### config.mk
export PLATFORM = sky130hd
export DESIGN_NAME = trig_sched
export DESIGN_NICKNAME = d
export VERILOG_FILES = /design/src/rtl/trig_sched.sv
export SDC_FILE = /design/constraint.sdc
export NUM_CORES = 1
export LEC_CHECK = 0
export ABC_CLOCK_PERIOD_IN_PS = 2000
export BUFFER_PORTS_ARGS = -buffer_cell sky130_fd_sc_hd__buf_2
export CORE_ASPECT_RATIO = 0.75
export CORE_MARGIN = 4
export CORE_UTILIZATION = 55
export CTS_BUF_LIST = sky130_fd_sc_hd__clkbuf_16
export CTS_CLUSTER_DIAMETER = 200
export CTS_CLUSTER_SIZE = 14
export DETAILED_ROUTE_END_ITERATION = 10
export PLACE_DENSITY = 0.84
export SLEW_MARGIN = 20
export SYNTH_ARGS = -nofsm -noshare
export SYNTH_HDL_FRONTEND = slang
export SYNTH_SLANG_ARGS = --single-unit
export TNS_END_PERCENT = 10
### constraint.sdc
create_clock -name clk -period 2 [get_ports clk]
set_input_delay 0.1 -clock clk [delete_from_list [all_inputs] [get_ports clk]]
set_output_delay 0.1 -clock clk [all_outputs]
set_load 0.01 [all_outputs]
### src/rtl/trig_sched.sv
`default_nettype none
// ============================================================================
// Module   : trig_sched
// Purpose  : Round-robin scheduler sharing one trigger stage between N_REQ
//            requesters, with a fixed pulse window and a programmable guard gap.
// Revision : 1.0 - initial release
// ============================================================================
module trig_sched #(
    parameter int N_REQ     = 4,
    parameter int CNT_W     = 8,
    parameter int PULSE_LEN = 2,
    parameter int ID_W      = $clog2(N_REQ)
) (
    input  logic             clk,
    input  logic             rst,
    input  logic             en,
    input  logic [N_REQ-1:0] req,
    input  logic [CNT_W-1:0] period,
    output logic [N_REQ-1:0] gnt,
    output logic [ID_W-1:0]  cur_id,
    output logic             trig_ena,
    output logic             done,
    output logic             busy
);

    localparam logic [1:0] S_IDLE   = 2'd0;
    localparam logic [1:0] S_ACTIVE = 2'd1;
    localparam logic [1:0] S_GAP    = 2'd2;

    localparam logic [CNT_W-1:0] c_pulse_init = CNT_W'(PULSE_LEN - 1);
    localparam logic [ID_W-1:0]  c_last_id    = ID_W'(N_REQ - 1);
    localparam logic [ID_W:0]    c_n_req      = (ID_W + 1)'(N_REQ);

    logic [1:0]       r_state,  w_state_nxt;
    logic [CNT_W-1:0] r_cnt,    w_cnt_nxt;
    logic [ID_W-1:0]  r_ptr,    w_ptr_nxt;
    logic [N_REQ-1:0] r_gnt,    w_gnt_nxt;
    logic [ID_W-1:0]  r_cur_id, w_cur_id_nxt;
    logic             r_trig,   w_trig_nxt;
    logic             r_done,   w_done_nxt;
    logic             r_busy,   w_busy_nxt;

    // Rotate so the pointer position sits at bit 0; the lowest set bit is the winner's offset.
    logic [2*N_REQ-1:0] w_rot;
    logic [ID_W-1:0]    w_off;
    logic [ID_W:0]      w_sum;
    logic [ID_W-1:0]    w_winner;

    assign w_rot = {req, req} >> r_ptr;

    always_comb begin
        w_off = '0;
        for (int i = N_REQ - 1; i >= 0; i--) begin
            if (w_rot[i]) w_off = ID_W'(i);
        end
    end

    always_comb begin
        w_sum = {1'b0, r_ptr} + {1'b0, w_off};
        if (w_sum >= c_n_req) w_sum = w_sum - c_n_req;
        w_winner = w_sum[ID_W-1:0];
    end

    always_comb begin
        w_state_nxt  = r_state;
        w_cnt_nxt    = r_cnt;
        w_ptr_nxt    = r_ptr;
        w_gnt_nxt    = r_gnt;
        w_cur_id_nxt = r_cur_id;
        w_trig_nxt   = r_trig;
        w_done_nxt   = 1'b0;

        case (r_state)
            S_IDLE: begin
                if (en && |req) begin
                    w_gnt_nxt    = N_REQ'(1) << w_winner;
                    w_cur_id_nxt = w_winner;
                    w_trig_nxt   = 1'b1;
                    w_cnt_nxt    = c_pulse_init;
                    w_state_nxt  = S_ACTIVE;
                end
            end
            S_ACTIVE: begin
                if (!en) begin
                    // Abort: no completion, pointer and cur_id are left alone.
                    w_gnt_nxt   = '0;
                    w_trig_nxt  = 1'b0;
                    w_cnt_nxt   = '0;
                    w_state_nxt = S_IDLE;
                end else if (r_cnt != '0) begin
                    w_cnt_nxt = r_cnt - 1'b1;
                end else begin
                    w_gnt_nxt  = '0;
                    w_trig_nxt = 1'b0;
                    w_done_nxt = 1'b1;
                    w_ptr_nxt  = (r_cur_id == c_last_id) ? '0 : r_cur_id + 1'b1;
                    if (period == '0) begin
                        w_state_nxt = S_IDLE;
                    end else begin
                        w_cnt_nxt   = period - 1'b1;
                        w_state_nxt = S_GAP;
                    end
                end
            end
            S_GAP: begin
                if (r_cnt == '0) w_state_nxt = S_IDLE;
                else             w_cnt_nxt   = r_cnt - 1'b1;
            end
            default: begin
                w_gnt_nxt   = '0;
                w_trig_nxt  = 1'b0;
                w_cnt_nxt   = '0;
                w_state_nxt = S_IDLE;
            end
        endcase

        w_busy_nxt = (w_state_nxt != S_IDLE);
    end

    always_ff @(posedge clk or posedge rst) begin
        if (rst) begin
            r_state  <= S_IDLE;
            r_cnt    <= '0;
            r_ptr    <= '0;
            r_gnt    <= '0;
            r_cur_id <= '0;
            r_trig   <= 1'b0;
            r_done   <= 1'b0;
            r_busy   <= 1'b0;
        end else begin
            r_state  <= w_state_nxt;
            r_cnt    <= w_cnt_nxt;
            r_ptr    <= w_ptr_nxt;
            r_gnt    <= w_gnt_nxt;
            r_cur_id <= w_cur_id_nxt;
            r_trig   <= w_trig_nxt;
            r_done   <= w_done_nxt;
            r_busy   <= w_busy_nxt;
        end
    end

    assign gnt      = r_gnt;
    assign cur_id   = r_cur_id;
    assign trig_ena = r_trig;
    assign done     = r_done;
    assign busy     = r_busy;

endmodule
`default_nettype wire
==> out/metrics.cfg <==
[run_status]
status=finished, violations left
failed_checks=negative setup slack

[power_and_ir_drop]
comb_power_share_pct=59.6
powerDensity_nw_per_um2=1510
p_sw_mw=1.205
finalPower_mw=2.860
seqPwrFrac_pct=26.3
p_leak_nw=0.8841
p_int_mw=1.655
power_switching_share_pct=42.13
irDropWorstVdd_mv=0.9527
clockPowerShare_pct=14.1

[place]
gp_congestion=0.9472
place_area_um2=1670
hpwl_um=2656
port_buffers=23
placedCellCount=223
preCtsSetupSlack_ps=-396.1

[critical_path]
timing.rr.start=r_cnt[2]
cp-startpoint=r_cnt[2]
worst_path_max_delay_cell=or4_4
cpPeakStageDelay_ps=620
worstSetupEndpointType=flip-flop
path_cells=or4_4, nor2_4, nand2_4, clkinv_4, a221oi_4, buf_4, a22o_1
path_buf_inv=2
path_class=flip-flop to flip-flop
path_max_fanout=6
arrival_ps=2150
start_kind=flip-flop
required_ps=2140
cp_top_family=simple AND/OR/NAND/NOR gates

[finish]
antennaDiodeCount=0
area_growth_pct=30.74
design_area_um2=1894
drive_gt1_share_pct=31.68
final_cells=236
final_core_util_pct=78.85
nets=224
fillerInstances=156

[sta]
skew_ps=1.765
setup_violations=1
grt_setup_unrepaired=yes
min_period_ps=2011
worst_slack_ps=-10.71
hold_violations=0
drv_slew=0
hold_slack_ps=240.4
fmaxAchievable_ghz=0.4973
tightest_slew_ps=745.5
setup-tns-final_ps=-10.71
max_slew_margin_pct=49.91
period_share_pct=100.5

[global_routing]
antenna_found_initial=0
grt_pass1_wl_um=6189
grt.overflow.total=0
grt_usage_pct=23.38
grt_pass1_vias=1404
grt_max_degree=22

[floorplanning]
core_area_um2=2402
rows=15
die_area_um2=3528
io_pins=24
dieWidth_um=67.27
dieHeight_um=52.45
initial_utilization_pct=60.31

[synth]
synth_xor_area_share_pct=4.231
synth-seq-area-share_pct=36.27
synth_compound_area_share_pct=24.61
async_flop_share_pct=100.0
synthAdderAreaFrac_pct=5.181
synth_top_family_by_area=compound AO/OA/AOI/OAI gates
synth_nets=179
yosysTopAreaCellShare_pct=36.27
yosys.area.top_type=dfrtp_1
ys_ff_latch=21
avgSynthCellArea_um2=9.170
yosysWarnings=0
synth_mux_area_share_pct=0
ys.flop_type=dfrtp_1
synth_cell_types=52
ys_top_cells_by_area=dfrtp_1 36%, ha_1 5.2%, nor2_1 3.6%
synth_cells=158
syn_area_um2=1449
synth-simple-area-share_pct=23.66
synth_edf_count=0

[cts]
insertion_delay_ps=250
clock_path_buffers=2
cts.clk_slew.worst_paths_ps=50
htree_levels=1
cts_buffers=3
cts-root-buf=clkbuf_16
cts_sinks=21
cts_tree=built

[hold_path]
min_from=en
holdCritPathClass=input port to flip-flop

[drt]
vias_per_cell=6.136
vias=1448
postRouteAntennaNets=0
drcViolationCount=0
finalWirelength_um=3814
drtIter0Drc=135
wl_per_cell_um=16.16
drt_pre_antenna_iters=5

[run]
max_cap_viol_count=0

[layer usage]
metal | vias up | share of wire [%] | track usage, %
li1 | 673 | - | -
met1 | 684 | 42 | 29.96
met2 | 81 | 49 | 37.85
met3 | 10 | 8.2 | 7.082
met4 | 0 | 1.6 | 7.071
met5 | - | 0 | 0
[worst register-to-register path, delay by kind of cell, from the launching register on]
kind            cells  cell delay, ps
simple gates        3             870
flops               1             470
compound gates      2             300
buf+inv             2             260
[logic make-up (layout without fill, tap and decap cells)]
group | after synthesis | count (layout)
AND/OR/NAND/NOR | 59 | 59
flip-flops | 21 | 21
AO/OA/AOI/OAI | 48 | 49
buffers and inverters | 17 | 60
adder cells (fa/ha/maj) | 6 | 6
XOR/XNOR | 7 | 7
[what timing repair did]
action,in CTS,in global routing
gates cloned,1,0
setup buffers,4,3
hold endpoints to repair,12,0
hold buffers,1,0
setup endpoints to repair,8,14
resized for setup,3,12
pin swaps,2,4
[cell usage after synthesis, types with 2 or more instances]
master and instances:
a22o_1 5, dfrtp_1 21, a32o_1 2, nand3b_1 3
o2bb2ai_1 2, o31a_1 2, xnor2_1 4, or3_1 2
ha_1 6, nor3_1 4, o221ai_1 2, nor2_1 14
xor2_1 3, o32ai_1 2, buf_2 3, a21oi_1 5
inv_1 10, o21ai_1 2, buf_6 2, o21ai_0 10
nor2b_1 2, nand3_1 2, o31ai_1 2, nand2b_1 4
o21a_1 2, nor4_1 2, nand2_1 13, o22ai_1 3
[path summary, 6_finish.rpt]
path,to,slack (ps),depth (start not counted)
setup / recovery,r_cnt[4],-10,7
hold / removal,r_state[0],240,3
setup reg to reg,r_cnt[4],-10,7
hold reg to reg,gnt[0],480,1
max in group asynchronous,r_cnt[2],1030,3
min in group asynchronous,r_cnt[0],510,3
[cell usage in the layout (no fill, tap or decap), drive strengths merged, types with 2 or more instances in the layout]
master   synthesis  final
nand3            2      2
nor4             3      3
xor2             3      3
nand2b           4      4
nor2b            2      2
a22o             5      5
o21a             2      2
o21ai           12     12
nand3b           3      3
a21oi            6      6
nor3b            3      3
nor2            15     15
o221ai           3      3
o22ai            3      3
clkbuf           1      3
nor3             4      4
a32o             2      2
dfrtp           21     21
a221oi           1      2
or3              2      2
nand2           14     14
ha               6      6
buf              5     44
xnor2            4      4
o31a             2      2
o32ai            2      2
inv             10     11
o2bb2ai          2      2
o31ai            2      2
[power groups by stage]
stage,clock [mW],combinational [mW],sequential [mW]
after floorplan,0,0.926,0.760
after global routing,0.427,1.87,0.781
after global placement,0,1.34,0.727
after CTS,0.405,1.52,0.733
after detailed placement,0,1.40,0.739
final,0.402,1.71,0.753
[layout make-up]
class	count	area [um2]	share of cell area, %
flip-flops and latches	21	525.5	27.74
well taps	34	42.54	2.246
multi-input cells	121	910.9	48.08
inverters	11	46.29	2.444
clock buffers	3	75.07	3.963
repair buffers	45	290.3	15.32
clock inverters	1	3.754	0.1982
[sequential cells by signal (all words and copies together), names as in the netlist]
name and count:
r_cnt 8, gnt 4, cur_id 2, r_ptr 2, r_state 2, busy 1, done 1, trig_ena 1
(Power assumes the default switching activity.)
